--- config.mk ---
export PLATFORM = sky130hd
export DESIGN_NAME = load_store_unit
export DESIGN_NICKNAME = d
export VERILOG_FILES = /design/src/rtl/load_store_unit.sv
export SDC_FILE = /design/constraint.sdc
export NUM_CORES = 1
export LEC_CHECK = 0
export CORE_MARGIN = 2
export CORE_UTILIZATION = 49
export CTS_BUF_LIST = sky130_fd_sc_hd__clkbuf_8
export CTS_CLUSTER_DIAMETER = 50
export DETAILED_ROUTE_END_ITERATION = 6
export GPL_TIMING_DRIVEN = 0
export PLACE_DENSITY_LB_ADDON = 0.12
export SYNTH_ARGS = -nofsm -noshare
export SYNTH_HDL_FRONTEND = slang
export SYNTH_SLANG_ARGS = --single-unit
--- constraint.sdc ---
create_clock -name clk -period 4.8 [get_ports clk]
set_input_delay 0.96 -clock clk [delete_from_list [all_inputs] [get_ports clk]]
set_output_delay 0.96 -clock clk [all_outputs]
set_load 0.02 [all_outputs]
--- src/rtl/load_store_unit.sv ---
// rtl/load_store_unit.sv - byte/half/word load-store unit in front of a word-wide memory without byte enables
module load_store_unit #(
  parameter int ADDR_W = 8
) (
  input  logic              clk,
  input  logic              rst_n,
  input  logic              req_valid,
  output logic              req_ready,
  input  logic              req_we,
  input  logic [1:0]        req_size,
  input  logic              req_unsigned,
  input  logic [31:0]       req_addr,
  input  logic [31:0]       req_wdata,
  output logic              busy,
  output logic              resp_valid,
  output logic [31:0]       resp_rdata,
  output logic              resp_err,
  output logic [ADDR_W-1:0] mem_addr,
  output logic              mem_read,
  output logic              mem_write,
  output logic [31:0]       mem_wdata,
  input  logic [31:0]       mem_rdata
);

  typedef enum logic [1:0] {IDLE, RD, WR, RESP} state_t;

  localparam logic [1:0] SZ_BYTE = 2'b00;
  localparam logic [1:0] SZ_HALF = 2'b01;
  localparam logic [1:0] SZ_WORD = 2'b10;

  state_t             state_q, state_d;
  logic               we_q, we_d;
  logic               uns_q, uns_d;
  logic               err_q, err_d;
  logic [1:0]         size_q, size_d;
  logic [ADDR_W+1:0]  addr_q, addr_d;
  logic [31:0]        wdata_q, wdata_d;
  logic [31:0]        word_q, word_d;

  // Address bits above the word index alias by design.
  logic unused_addr_hi;
  assign unused_addr_hi = ^req_addr[31:ADDR_W+2];

  logic        misaligned;
  logic [4:0]  shift;
  logic [31:0] shifted;
  logic [7:0]  byte_sel;
  logic [15:0] half_sel;
  logic [31:0] load_ext;
  logic [31:0] lane_mask;
  logic [31:0] lane_data;
  logic [31:0] merged;

  always_ff @(posedge clk) begin
    if (!rst_n) begin
      state_q <= IDLE;
      we_q    <= 1'b0;
      uns_q   <= 1'b0;
      err_q   <= 1'b0;
      size_q  <= 2'b00;
      addr_q  <= '0;
      wdata_q <= '0;
      word_q  <= '0;
    end else begin
      state_q <= state_d;
      we_q    <= we_d;
      uns_q   <= uns_d;
      err_q   <= err_d;
      size_q  <= size_d;
      addr_q  <= addr_d;
      wdata_q <= wdata_d;
      word_q  <= word_d;
    end
  end

  always_comb begin
    misaligned = (req_size == 2'b11) ||
                 ((req_size == SZ_HALF) && req_addr[0]) ||
                 ((req_size == SZ_WORD) && (req_addr[1:0] != 2'b00));
  end

  // Lane extraction for loads and lane merge for sub-word stores.
  always_comb begin
    shift     = {addr_q[1:0], 3'b000};
    shifted   = word_q >> shift;
    byte_sel  = shifted[7:0];
    half_sel  = addr_q[1] ? word_q[31:16] : word_q[15:0];
    load_ext  = word_q;
    lane_mask = 32'hFFFF_FFFF;
    lane_data = wdata_q;
    case (size_q)
      SZ_BYTE: begin
        load_ext  = {{24{~uns_q & byte_sel[7]}}, byte_sel};
        lane_mask = 32'h0000_00FF << shift;
        lane_data = {24'h0, wdata_q[7:0]} << shift;
      end
      SZ_HALF: begin
        load_ext  = {{16{~uns_q & half_sel[15]}}, half_sel};
        lane_mask = 32'h0000_FFFF << {addr_q[1], 4'b0000};
        lane_data = {16'h0, wdata_q[15:0]} << {addr_q[1], 4'b0000};
      end
      default: begin
        load_ext  = word_q;
        lane_mask = 32'hFFFF_FFFF;
        lane_data = wdata_q;
      end
    endcase
    merged = (word_q & ~lane_mask) | (lane_data & lane_mask);
  end

  always_comb begin
    state_d    = state_q;
    we_d       = we_q;
    uns_d      = uns_q;
    err_d      = err_q;
    size_d     = size_q;
    addr_d     = addr_q;
    wdata_d    = wdata_q;
    word_d     = word_q;
    req_ready  = 1'b0;
    resp_valid = 1'b0;
    resp_rdata = 32'h0;
    resp_err   = 1'b0;
    mem_read   = 1'b0;
    mem_write  = 1'b0;
    mem_wdata  = 32'h0;
    case (state_q)
      IDLE: begin
        req_ready = 1'b1;
        if (req_valid) begin
          we_d    = req_we;
          uns_d   = req_unsigned;
          size_d  = req_size;
          addr_d  = req_addr[ADDR_W+1:0];
          wdata_d = req_wdata;
          err_d   = misaligned;
          word_d  = 32'h0;
          if (misaligned)
            state_d = RESP;
          else if (req_we && (req_size == SZ_WORD))
            state_d = WR;
          else
            state_d = RD;
        end
      end
      RD: begin
        mem_read = 1'b1;
        word_d   = mem_rdata;
        state_d  = we_q ? WR : RESP;
      end
      WR: begin
        // Gated by rst_n so a reset arriving in this cycle drops the write.
        mem_write = rst_n;
        mem_wdata = merged;
        state_d   = RESP;
      end
      RESP: begin
        resp_valid = 1'b1;
        resp_err   = err_q;
        resp_rdata = (we_q || err_q) ? 32'h0 : load_ext;
        state_d    = IDLE;
      end
      default: state_d = IDLE;
    endcase
  end

  assign busy     = ~req_ready;
  assign mem_addr = addr_q[ADDR_W+1:2];

endmodule

==> results of run 1 <==
## cell type report
type / count / area share (%)
plain buffers: 60 / 4.77
clock buffers: 11 / 2.28
clock inverters: 4 / 0.660
inverters: 8 / 0.452
multi-input cells: 451 / 41.3
flip-flops and latches: 81 / 24.4
well taps: 129 / 2.43
repair buffers: 157 / 23.7
## worst min-delay path, delay by kind of cell (launching register included)
kind / cells / cell delay, ns
flops: 1 / 0.31
simple gates: 1 / 0.05
compound gates: 1 / 0.06
## through the flow
step           util, %  hold WS [ns]  cell area (sq um)  worst slack, ns  cells
6_report          71.5         0.467               6640             1.15    901
5_1_grt           71.5         0.487               6640            0.998    901
4_1_cts           71.5         0.469               6640             1.12    901
3_5_place_dp      69.4         0.458               6440             1.53    886
3_3_place_gp      69.4         0.451               6440             1.58    886
2_1_floorplan        -         0.443               4710             2.19    600
## cell usage after synthesis
master,number,area (sq um)
a221oi_1,1,8.76
buf_6,3,33.8
mux2_2,5,56.3
o21ai_2,2,17.5
a21boi_1,9,67.6
o221a_2,7,78.8
a21oi_1,36,180
inv_1,8,30.0
nor3_2,2,20.0
o221a_1,1,11.3
o21bai_2,1,11.3
nand3_1,16,80.1
a31oi_1,7,43.8
a22oi_1,48,360
nor2_2,1,6.26
buf_4,12,90.1
or2_0,1,6.26
nor2_1,9,33.8
a222oi_1,7,70.1
buf_1,3,11.3
o221ai_1,1,8.76
o21ai_0,18,90.1
nand2b_1,1,6.26
and2_1,12,75.1
o21a_1,1,7.51
nand2_1,127,477
nor3_4,1,16.3
buf_2,19,95.1
nor3_1,3,15.0
mux2_1,2,22.5
a21oi_2,1,8.76
or3_1,1,6.26
dfxtp_1,81,1620
nor4_1,2,12.5
a21boi_0,54,405
mux2i_1,11,110
clkbuf_1,23,86.3
a21oi_4,1,16.3
ha_1,4,50.1
nor2b_1,58,363
## cell families (layout without fill, tap and decap cells)
| logic type | Yosys count | in the layout | share of synthesized area, % |
|---|---|---|---|
| and+or+nand+nor | 234 | 234 | 23.7 |
| AOI/OAI and AO/OA | 195 | 195 | 29.4 |
| DFF | 81 | 81 | 34.4 |
| buffers and inverters | 68 | 240 | 7.36 |
| muxes | 18 | 18 | 4.01 |
| adders and majority gates | 4 | 4 | 1.06 |
## state kept, by name, indices dropped and copies added, names as in the netlist
name     count
addr_q      10
err_q        1
size_q       2
state_q      2
uns_q        1
wdata_q     32
we_q         1
word_q      32
## path summary, 6_finish.rpt
path / slack [ns] / depth (start not counted) / end / startpoint
max: 1.15 / 6 / resp_rdata[7] / size_q[1]
min: 0.47 / 2 / addr_q[3] / addr_q[3]
max reg2reg: 2.57 / 7 / addr_q[7] / state_q[0]
min reg2reg: 0.47 / 2 / addr_q[3] / addr_q[3]
## metal layers
metal | routed length, um | track usage, % | vias to the layer above | part of all wire, %
met5 | 0 | 1.92 | - | 0
li1 | - | - | 2420 | -
met1 | 7140 | 42.6 | 2425 | 41
met4 | 457 | 12.8 | 0 | 2.6
met3 | 1600 | 6.50 | 34 | 9.2
met2 | 8160 | 54.6 | 306 | 47
## power by group through the flow
stage | registers [uW] | clock network, uW | logic, uW
finish | 932 | 510 | 1160
global route | 942 | 537 | 1250
CTS | 924 | 513 | 1140
detailed placement | 940 | 0 | 1140
global placement | 936 | 0 | 1110
floorplan | 874 | 0 | 755
==> results.md, run 1 <==
* Overall via count from detail_route at 5185
* # H-tree levels at 3
* Seq/Total Area, Yosys at 34.4%
* Area Overhead vs Synth at 40.9%
* Clock power share at 19.6%
* Post-layout min period at 3.65 ns
* Initial Util at 50.7%
* Combinational Power Share at 44.5%
* Post-CTS Setup Bufs at 0
* Die H at 102 um
* First-pass GRT wire length at 26.0 mm
* Slowest CP cell: clkdlybuf4s50_1
* Hold buffers post-CTS at 0
* Max Fanout on Critical Path at 10
* Post-Synthesis Cell Area at 4710 sq um
* Ordered list of cells on the worst path: buf_2, buf_2, clkbuf_1, nor3_1, nor4_1, clkdlybuf4s50_1
* CTS Sinks at 81
* Run status: finished clean
* P_sw at 1070 uW
* CP required at 3.84 ns
* Setup CP Type: flip-flop to primary output
* Vias/cell at 5.75
* Residual DRC at 0
* Maximum number of pins on one net before global-route repair at 13
* Setup Skew at 0.00931 ns
* Commonest non-fill, non-tap cell in the layout: clkdlybuf4s50_1
* # rows at 35
* Top Ports at 181
* Leak at around 0.0022 uW
* Avg Cell Area, Syn at 7.85 sq um
* Multi-input gate area at 2740 sq um
* Core box area at a little over 9000 sq um
* Total die area at approximately 10000 sq um
* Wire per inst at 19.3 um
* Share of layout cells above drive strength 1 at 8.94%
* Pre-antenna DRT Iters at 7
* Power Density at just under 400 nW/um^2
* Library cells used by synthesis at 40
* Iteration-0 DRC Markers at between 300 and 400
* CP delay by family, top: buffers and inverters
* Antenna cells at 0
* Setup TNS at 0 ns
* Switching Fraction at just over 40%
* Clk pin slew, worst setup/hold paths at 0.08 ns
* Worst rel slew slack at 59.3%
* Crit path capture type: primary output
* Antenna viol nets, final at 0
* Sequential Power Share at 35.8%
* Synthesized Nets at 707
* Max_cap viols at 0
* Worst path arrival time at 2.69 ns
* Final setup viols at 0
* Most frequent cells in the layout: clkdlybuf4s50_1 (157), nand2_1 (127), dfxtp_1 (81)
* Clock root buffer: clkbuf_8
* Worst Path Buf+Inv at 4
* Most used cell, CP: buf_2
* Clk Latency, worst-skew pair at 0.36 ns
* HPWL after DPL at 13.6 mm
* Gr ovfl total at 0
* CTS max path bufs at 2
* Synthesis Warnings at 0
* Final Slew Violations at 0
* Number of global-route vias before repair at about 5000
* GRT Resource Usage Total at 33.1%
* Gp weighted congestion at 0.934
* IO buf count at 157
* Max VDD drop at 0.000244 V
* Cell count after synthesis at 600
* Post-route clock period utilization at approximately three quarters
* TritonCTS Buffers at 9
* Final wirelength at 17.4 mm
* CP peak stage delay at 0.67 ns
* Cell internal pwr at between 1500 and 2000 uW
* Tot Pwr at 2600 uW
* FILL cells at 754
* RSZ-0062 raised after global routing: no
* CTS tree: yes
* PostCTS Resize Cnt at 0
* HP Class: flip-flop to flip-flop
* #FFs+latches synth at just over 80
* FF/Latch Area at 1620 sq um
* Final hold violation count at 0
* Die W at 102 um
* Initial antenna violation count at 0
* Final net count at between 800 and 900
* Maximum clock rate at 0.274 GHz
* Crit start category: flip-flop
* Actual slew at the worst max-slew pin at 0.609 ns
No activity file was read; power rests on OpenSTA's default activity.
==> run 2, diff against run 1 <==
--- a/config.mk
+++ b/config.mk
@@ -6,7 +6,7 @@
 export NUM_CORES = 1
 export LEC_CHECK = 0
 export CORE_MARGIN = 2
-export CORE_UTILIZATION = 49
+export CORE_UTILIZATION = 41
 export CTS_BUF_LIST = sky130_fd_sc_hd__clkbuf_8
 export CTS_CLUSTER_DIAMETER = 50
 export DETAILED_ROUTE_END_ITERATION = 6
==> constraint.sdc (replaced) <==
create_clock -name clk -period 3 [get_ports clk]
set_input_delay 0.6 -clock clk [delete_from_list [all_inputs] [get_ports clk]]
set_output_delay 0.6 -clock clk [all_outputs]
set_load 0.02 [all_outputs]
==> run 2 against run 1 <==
  * Clock-buffer cell count shrank 1
  * Utilization decreased by 11 points
  * Worst hold slack improved by 0.0023 ns
  * Sequential power increased by 61%
  * Flip-flop and latch count stayed put
  * Critical path depth increased by 2
  * Via count is 4.0% lower
  * Routed wire length increased by 0.96%
  * Final area up 2.4%
  * Critical path type unchanged
  * Critical endpoint is now mem_wdata[7]
==> results.md, run 2 (synthesis gave the netlist of run 1 again) <==
* Run status: finished clean
* Maximum clock rate at 0.343 GHz
* TritonCTS Buffers at 9
* First-pass GRT wire length at around 27 mm
* Gp weighted congestion at 0.931
* Crit path capture type: primary output
* # rows at 39
* Residual DRC at 0
* Most frequent cells in the layout: nand2_1 (127), clkdlybuf4s50_1 (103), dfxtp_1 (81)
* Switching Fraction at approximately 40%
* Final setup viols at 0
* Fin cells at 920
* Max Fanout on Critical Path at 10
* P_sw at 1700 uW
* Worst rel slew slack at 58.0%
* Max VDD drop at 0.000493 V
* Antenna viol nets, final at 0
* Maximum number of pins on one net before global-route repair at 13
* Gr ovfl total at 0
* Post-layout min period at 2.92 ns
* Post-route clock period utilization at a little over nine tenths
* CTS tree: yes
* Clk Latency, worst-skew pair at 0.37 ns
* Iteration-0 DRC Markers at 463
* Max_cap viols at 0
* Setup Skew at about 0.010 ns
* Crit start category: flip-flop
* Pre-antenna DRT Iters at 5
* Final hold violation count at 0
* IO buf count at 157
* Final Slew Violations at 0
* Wire per inst at 19.0 um
* Leak at 0.00292 uW
* Worst path arrival time at 2.32 ns
* Power Density at 621 nW/um^2
* Setup CP Type: flip-flop to primary output
* Die H at between 100 and 150 um
* Vias/cell at around 5.4
* Total die area at 12400 sq um
* Final net count at 880
* HPWL after DPL at 14.1 mm
* # H-tree levels at 3
* Commonest non-fill, non-tap cell in the layout: nand2_1
* CTS Sinks at 81
* HP Class: flip-flop to flip-flop
* Share of layout cells above drive strength 1 at a little over a tenth
* Biggest regs: wdata_q: 32 flops, word_q: 32 flops, addr_q: 10 flops
* Area Overhead vs Synth at 44.4%
* Top Ports at 181
* Setup TNS at 0 ns
* Clock power share at a little over 20%
* Initial Util at 41.6%
* Die W at 111 um
* Number of global-route vias before repair at 4843
* GRT Resource Usage Total at 28.0%
* Hold buffers post-CTS at 0
* Cells after DPL at 900
* Cell internal pwr at between 2000 and 3000 uW
* Initial antenna violation count at 0
* Clock root buffer: clkbuf_8
* Clk pin slew, worst setup/hold paths at 0.08 ns
* CTS max path bufs at 2
* CP required at 2.40 ns
* Antenna cells at 0
* Final wirelength at about 18 mm
* Sequential Power Share at a little over a third
* Overall via count from detail_route at 4979
* Actual slew at the worst max-slew pin at 0.630 ns
* Core box area at 11300 sq um
* Combinational Power Share at 44.2%
[run 2: cell count changes in the layout (fill, tap and decap cells not counted), sizes merged, moves of 2 or more]
cell,before,now
dlygate4sd2,0,26
clkbuf,34,36
clkdlybuf4s50,157,103
dlymetal6s2s,0,27
buf,37,39
[run 2: metal layers]
| layer | routed length [um] | track usage, % |
|---|---|---|
| met5 | 0 | 0 |
| met4 | 313 | 9.22 |
| met3 | 1010 | 4.26 |
| met2 | 8160 | 46.2 |
| met1 | 8040 | 37.7 |
[run 2: worst max-delay path, cell delays in order (launching register included)]
cell and delay, ns:
dfxtp_1 0.33, buf_6 0.13, buf_6 0.16, inv_1 0.14, a21oi_4 0.21, buf_4 0.14
mux2i_1 0.06, nor2b_1 0.15, clkdlybuf4s50_1 0.63
[run 2: repair_timing]
item | CTS | global route
pin swaps | 3 | 1
setup buffers | 4 | 1
gates cloned | 0 | 0
endpoints found under the setup margin | 52 | 30
gates resized for setup | 36 | 36
[run 2: layout make-up]
class	count	area, sq um
Timing Repair Buffer	162	1660
Buffer	60	333
Clock inverter	5	72.6
Multi-Input combinational cell	451	2770
Tap cell	143	179
Clock buffer	10	138
Sequential cell	81	1620
Fill cell	1083	4520
Inverter	8	30.0
[run 2: path summary, 6_finish.rpt]
path	cells after the start	startpoint	slack (ns)	end
max	8	addr_q[1]	0.08	mem_wdata[7]
min	2	wdata_q[24]	0.47	wdata_q[24]
max reg2reg	7	state_q[0]	0.86	word_q[29]
min reg2reg	2	wdata_q[24]	0.47	wdata_q[24]
[run 2: power groups by stage]
| stage | sequential [uW] | clock [uW] | combinational [uW] |
|---|---|---|---|
| CTS | 1490 | 879 | 1860 |
| finish | 1500 | 859 | 1870 |
| global placement | 1510 | 0 | 1790 |
| detailed placement | 1510 | 0 | 1830 |
| floorplan | 1400 | 0 | 1210 |
| global route | 1520 | 913 | 2050 |
[run 2: per-stage QoR]
step / power [uW] / hold slack (ns) / utilization (%) / cell area (sq um) / worst slack (ns)
floorplan: 2610 / 0.443 / - / 4710 / 0.752
global placement: 3300 / 0.451 / 57.1 / 6460 / 0.147
detailed placement: 3340 / 0.460 / 57.1 / 6460 / 0.135
CTS: 4230 / 0.471 / 59.2 / 6700 / -0.152
global route: 4480 / 0.487 / 60.1 / 6800 / -0.00109
finish: 4220 / 0.469 / 60.1 / 6800 / 0.0839
==> variant 1: new RTL, config.mk and constraints of run 1 <==
Change the parameter `ADDR_W` from 8 to 10.
--- a/src/rtl/load_store_unit.sv
+++ b/src/rtl/load_store_unit.sv
@@ -1,6 +1,6 @@
 // rtl/load_store_unit.sv - byte/half/word load-store unit in front of a word-wide memory without byte enables
 module load_store_unit #(
-  parameter int ADDR_W = 8
+  parameter int ADDR_W = 10
 ) (
   input  logic              clk,
   input  logic              rst_n,
Ports: changed (resized mem_addr); port bits go from 181 to 183. No check against the original RTL was run, so the function may have changed too.
==> variant 1 against run 1 <==
Worst setup slack worse by 0.084 ns. Clock skew grew 0.0061 ns. Synthesized cell count fell by 1.7%. Routed wire length increased by 0.94%. First-iteration DRC count rose by 30%. Area after synthesis is essentially flat. Sequential cell count is 2 higher. Total power increased by 4.8%. Worst hold slack better by 0.0011 ns. Final area up 1.0%. Sequential share of layout area increased by 0.36 points. Critical path type unchanged. Critical endpoint is now resp_rdata[28].
==> variant 1: results <==
metrics = {
    "power": {
        "ir_drop_mv": 0.312,
        "intPower_mw": 1.60,
        "p_comb_share_pct": 43.0,
        "powerClk_mw": 0.589,
        "p_leak_nw": 2.41,
    },
    "global_routing": {
        "grt_max_degree": 16,
        "met1_usage_pct": 41.7,
        "grt_pass1_wl_um": 26800,
        "use_met3_pct": 8.28,
        "grtUsageMet2_pct": 57.0,
        "grt_usage_pct": 33.9,
    },
    "sta": {
        "clock_skew_ns": 0.0154,
        "fmax_ghz": 0.268,
        "slew_headroom_pct": 61.1,
        "hold_slack_ns": 0.468,
    },
    "worst_setup_path": {
        "crit_path_end": "resp_rdata[28]",
        "r2r_slack_ns": 2.65,
        "slowest_delay_ns": 0.61,
        "timing.rr.end": "word_q[14]",
    },
    "min_path": {
        "whs_endpoint": "addr_q[7]",
        "min_from": "addr_q[7]",
    },
    "clock_tree": {
        "clock_latency_ns": 0.38,
        "clk_pin_slew_ns": 0.10,
    },
    "logic_synthesis": {
        "yosys-top-cells-count": "nand2_1, dfxtp_1, a21boi_0",
        "ys_types": 51,
        "syn_nets": 697,
        "synth_seq_area_share_pct": 35.3,
        "ys_top_cells_by_area": "dfxtp_1, nand2_1, a21boi_0",
    },
    "place": {
        "post_dp_cell_area_um2": 6480,
        "place_congestion": 0.946,
        "dp_hpwl_um": 13800,
        "port_buffers": 161,
    },
    "cells_and_area": {
        "nFillCells": 758,
        "largest_registers": "wdata_q (32), word_q (32), addr_q (12)",
        "fin_nets": 869,
        "drive_gt1_share_pct": 10.0,
    },
    "drt": {
        "firstDrtPassIters": 6,
        "drtIter0Drc": 518,
        "vias": 5213,
    },
    "run_status": {
        "status": "completed",
    },
}
## variant 1: changes by cell type in the layout (fill, tap and decap cells not counted), moves of 4 or more
cell | run 1 | this run
nand2_1 | 127 | 157
and2_1 | 12 | 4
and3_1 | 0 | 9
a22oi_1 | 48 | 42
mux2i_1 | 11 | 0
buf_2 | 19 | 13
clkdlybuf4s50_1 | 157 | 161
a222oi_1 | 7 | 15
nand3_1 | 16 | 6
a21oi_1 | 36 | 8
nor2b_1 | 58 | 42
a21boi_0 | 54 | 59
a2bb2oi_1 | 0 | 7
## variant 1: cell families (layout without fill, tap and decap cells)
family / after synthesis / after routing / synth area share, %
simple gates: 243 / 243 / 23.8
compound gates: 182 / 182 / 30.3
flops: 83 / 83 / 35.3
buf+inv: 69 / 246 / 7.39
mux: 9 / 9 / 2.21
fa+ha+maj: 4 / 4 / 1.06
## variant 1: metrics by stage
| step | utilization, % | cells |
|---|---|---|
| 2_1_floorplan | - | 590 |
| 6_report | 72.2 | 896 |
| 4_1_cts | 72.2 | 896 |
| 5_1_grt | 72.2 | 896 |
| 3_5_place_dp | 69.8 | 880 |
| 3_3_place_gp | 69.8 | 880 |
## variant 1: worst reg2reg max path, cell delays in order (launching register included)
cell      delay [ns]
dfxtp_1         0.40
inv_1           0.08
ha_1            0.22
buf_2           0.17
a21boi_1        0.45
clkbuf_1        0.46
a22oi_1         0.17
nor2b_1         0.13
## variant 1: area by class of cell
type,instances,area share (%)
multi-input combinational,438,40.3
tap,129,2.41
buffer,59,4.63
inverter,10,0.560
clock buffer,9,1.85
clock inverter,7,1.49
sequential,83,24.8
timing repair buffer,161,24.0
## variant 1: routing by layer
layer	vias up	share of wire (%)
li1	2403	-
met1	2459	40
met3	50	9.6
met4	0	2.6
met2	301	48
met5	-	0
==> variant 2: new RTL, config.mk and constraints of run 1 <==
Without the edit above. Register the output `resp_err`, without a reset; this adds one clock of latency there. The other outputs are not delayed to match.
--- a/src/rtl/load_store_unit.sv
+++ b/src/rtl/load_store_unit.sv
@@ -27,6 +27,8 @@
   localparam logic [1:0] SZ_BYTE = 2'b00;
   localparam logic [1:0] SZ_HALF = 2'b01;
   localparam logic [1:0] SZ_WORD = 2'b10;
+
+  logic resp_err_d;
 
   state_t             state_q, state_d;
   logic               we_q, we_d;
@@ -120,7 +122,7 @@
     req_ready  = 1'b0;
     resp_valid = 1'b0;
     resp_rdata = 32'h0;
-    resp_err   = 1'b0;
+    resp_err_d = 1'b0;
     mem_read   = 1'b0;
     mem_write  = 1'b0;
     mem_wdata  = 32'h0;
@@ -156,7 +158,7 @@
       end
       RESP: begin
         resp_valid = 1'b1;
-        resp_err   = err_q;
+        resp_err_d = err_q;
         resp_rdata = (we_q || err_q) ? 32'h0 : load_ext;
         state_d    = IDLE;
       end
@@ -167,5 +169,9 @@
   assign busy     = ~req_ready;
   assign mem_addr = addr_q[ADDR_W+1:2];
 
+  always_ff @(posedge clk) begin
+    resp_err <= resp_err_d;
+  end
+
 endmodule
 
Function: changed (Yosys sat finds a counterexample within 4 cycles, from zero or initial values and one cycle with rst_n low).
==> variant 2 against run 1 <==
Critical path depth down 2. Routed wire length down 3.0%. Worst setup slack better by 0.057 ns. Final area up 0.34%. Sequential cell count up 1. Count of clock-buffer cells in the layout down 2. Area after synthesis up 0.80%. Total power up 5.1%.
==> variant 2: results <==
metrics = {
    "run_status": {
        "status": "completed",
    },
    "drt": {
        "vias": 5133,
        "drt_wl_total_um": 16800,
        "drtIter0Drc": 420,
    },
    "worst_setup_path": {
        "timing.rr.end": "wdata_q[16]",
        "cp-startpoint": "rst_n",
        "ff2ff_path_depth": 8,
        "slowest_delay_ns": 0.62,
        "r2r_slack_ns": 2.62,
        "worst-endpoint-arrival_ns": 2.63,
    },
    "place": {
        "place_congestion": 0.958,
        "dp_hpwl_um": 13100,
        "post_dp_cell_area_um2": 6480,
    },
    "logic_synthesis": {
        "ys_top_cells_by_area": "dfxtp_1, nand2_1, a21boi_0",
        "yosys-top-cells-count": "nand2_1, dfxtp_1, a21boi_0",
        "ys_types": 42,
        "syn_nets": 717,
        "synth_seq_area_share_pct": 34.6,
    },
    "cells_and_area": {
        "nFillCells": 774,
        "drive_gt1_share_pct": 9.35,
        "fin_nets": 885,
        "insertedDiodeCount": 0,
    },
    "global_routing": {
        "grt_pass1_wl_um": 25800,
        "grt_max_degree": 14,
        "grt_usage_pct": 32.4,
        "grt_pass1_vias": 5000,
    },
    "sta": {
        "slew_headroom_pct": 61.8,
        "clock_skew_ns": 0.0126,
    },
    "power": {
        "p_leak_nw": 2.20,
        "ir_drop_mv": 0.371,
        "switching_share_pct": 42.4,
    },
    "min_path": {
        "min_from": "addr_q[9]",
    },
}
## variant 2: logic make-up (layout without fill, tap and decap cells)
logic type                 after synthesis  in the layout  synth area share [%]
and+or+nand+nor                        227            227                  22.6
AOI/OAI and AO/OA                      202            202                  29.3
DFF                                     82             82                  34.6
buffers and inverters                   77            248                  8.51
muxes                                   18             18                  3.98
adders and majority gates                4              4                  1.05
## variant 2: worst min path at each step
stage                   to  slack (ns)  cells past startpoint
4_1_cts          addr_q[9]        0.47                      2
2_1_floorplan  wdata_q[24]        0.44                      2
6_report         addr_q[9]        0.47                      2
3_5_place_dp     addr_q[9]        0.46                      2
3_3_place_gp     addr_q[3]        0.45                      2
5_1_grt          addr_q[4]        0.50                      2
## variant 2: layout make-up
cell class / instances / area (µm²) / area share, %
multi-input cells: 451 / 2700 / 40.6
flip-flops and latches: 82 / 1640 / 24.6
repair buffers: 157 / 1570 / 23.6
plain buffers: 62 / 348 / 5.22
well taps: 129 / 161 / 2.42
clock buffers: 9 / 124 / 1.86
clock inverters: 5 / 56.3 / 0.845
inverters: 15 / 56.3 / 0.845
## variant 2: power by group through the flow
stage	Combinational [mW]	Clock, mW	Sequential, mW
global placement	1.20	0	0.990
global route	1.37	0.520	0.997
detailed placement	1.24	0	0.995
CTS	1.24	0.489	0.980
floorplan	0.839	0	0.911
finish	1.25	0.488	0.990
## variant 2: worst max-delay path: cells and delay by family
family / cells / cell delay (ns)
buffers and inverters: 3 / 1.44
AND/OR/NAND/NOR: 1 / 0.23
## variant 2: through the flow
step           setup WS (ns)  std cells  total power [mW]
2_1_floorplan           2.17        610              1.75
3_3_place_gp            1.25        896              2.19
3_5_place_dp            1.26        896              2.23
4_1_cts                 1.25        910              2.71
5_1_grt                 1.13        910              2.88
6_report                1.21        910              2.73
## variant 2: routing by layer
metal  GRT usage, %  share of wire, %  vias up
li1               -                 -     2452
met1           41.1                39     2351
met2           55.3                48      290
met3           7.52               9.9       40
met4           8.82               2.3        0
met5              0                 0        -
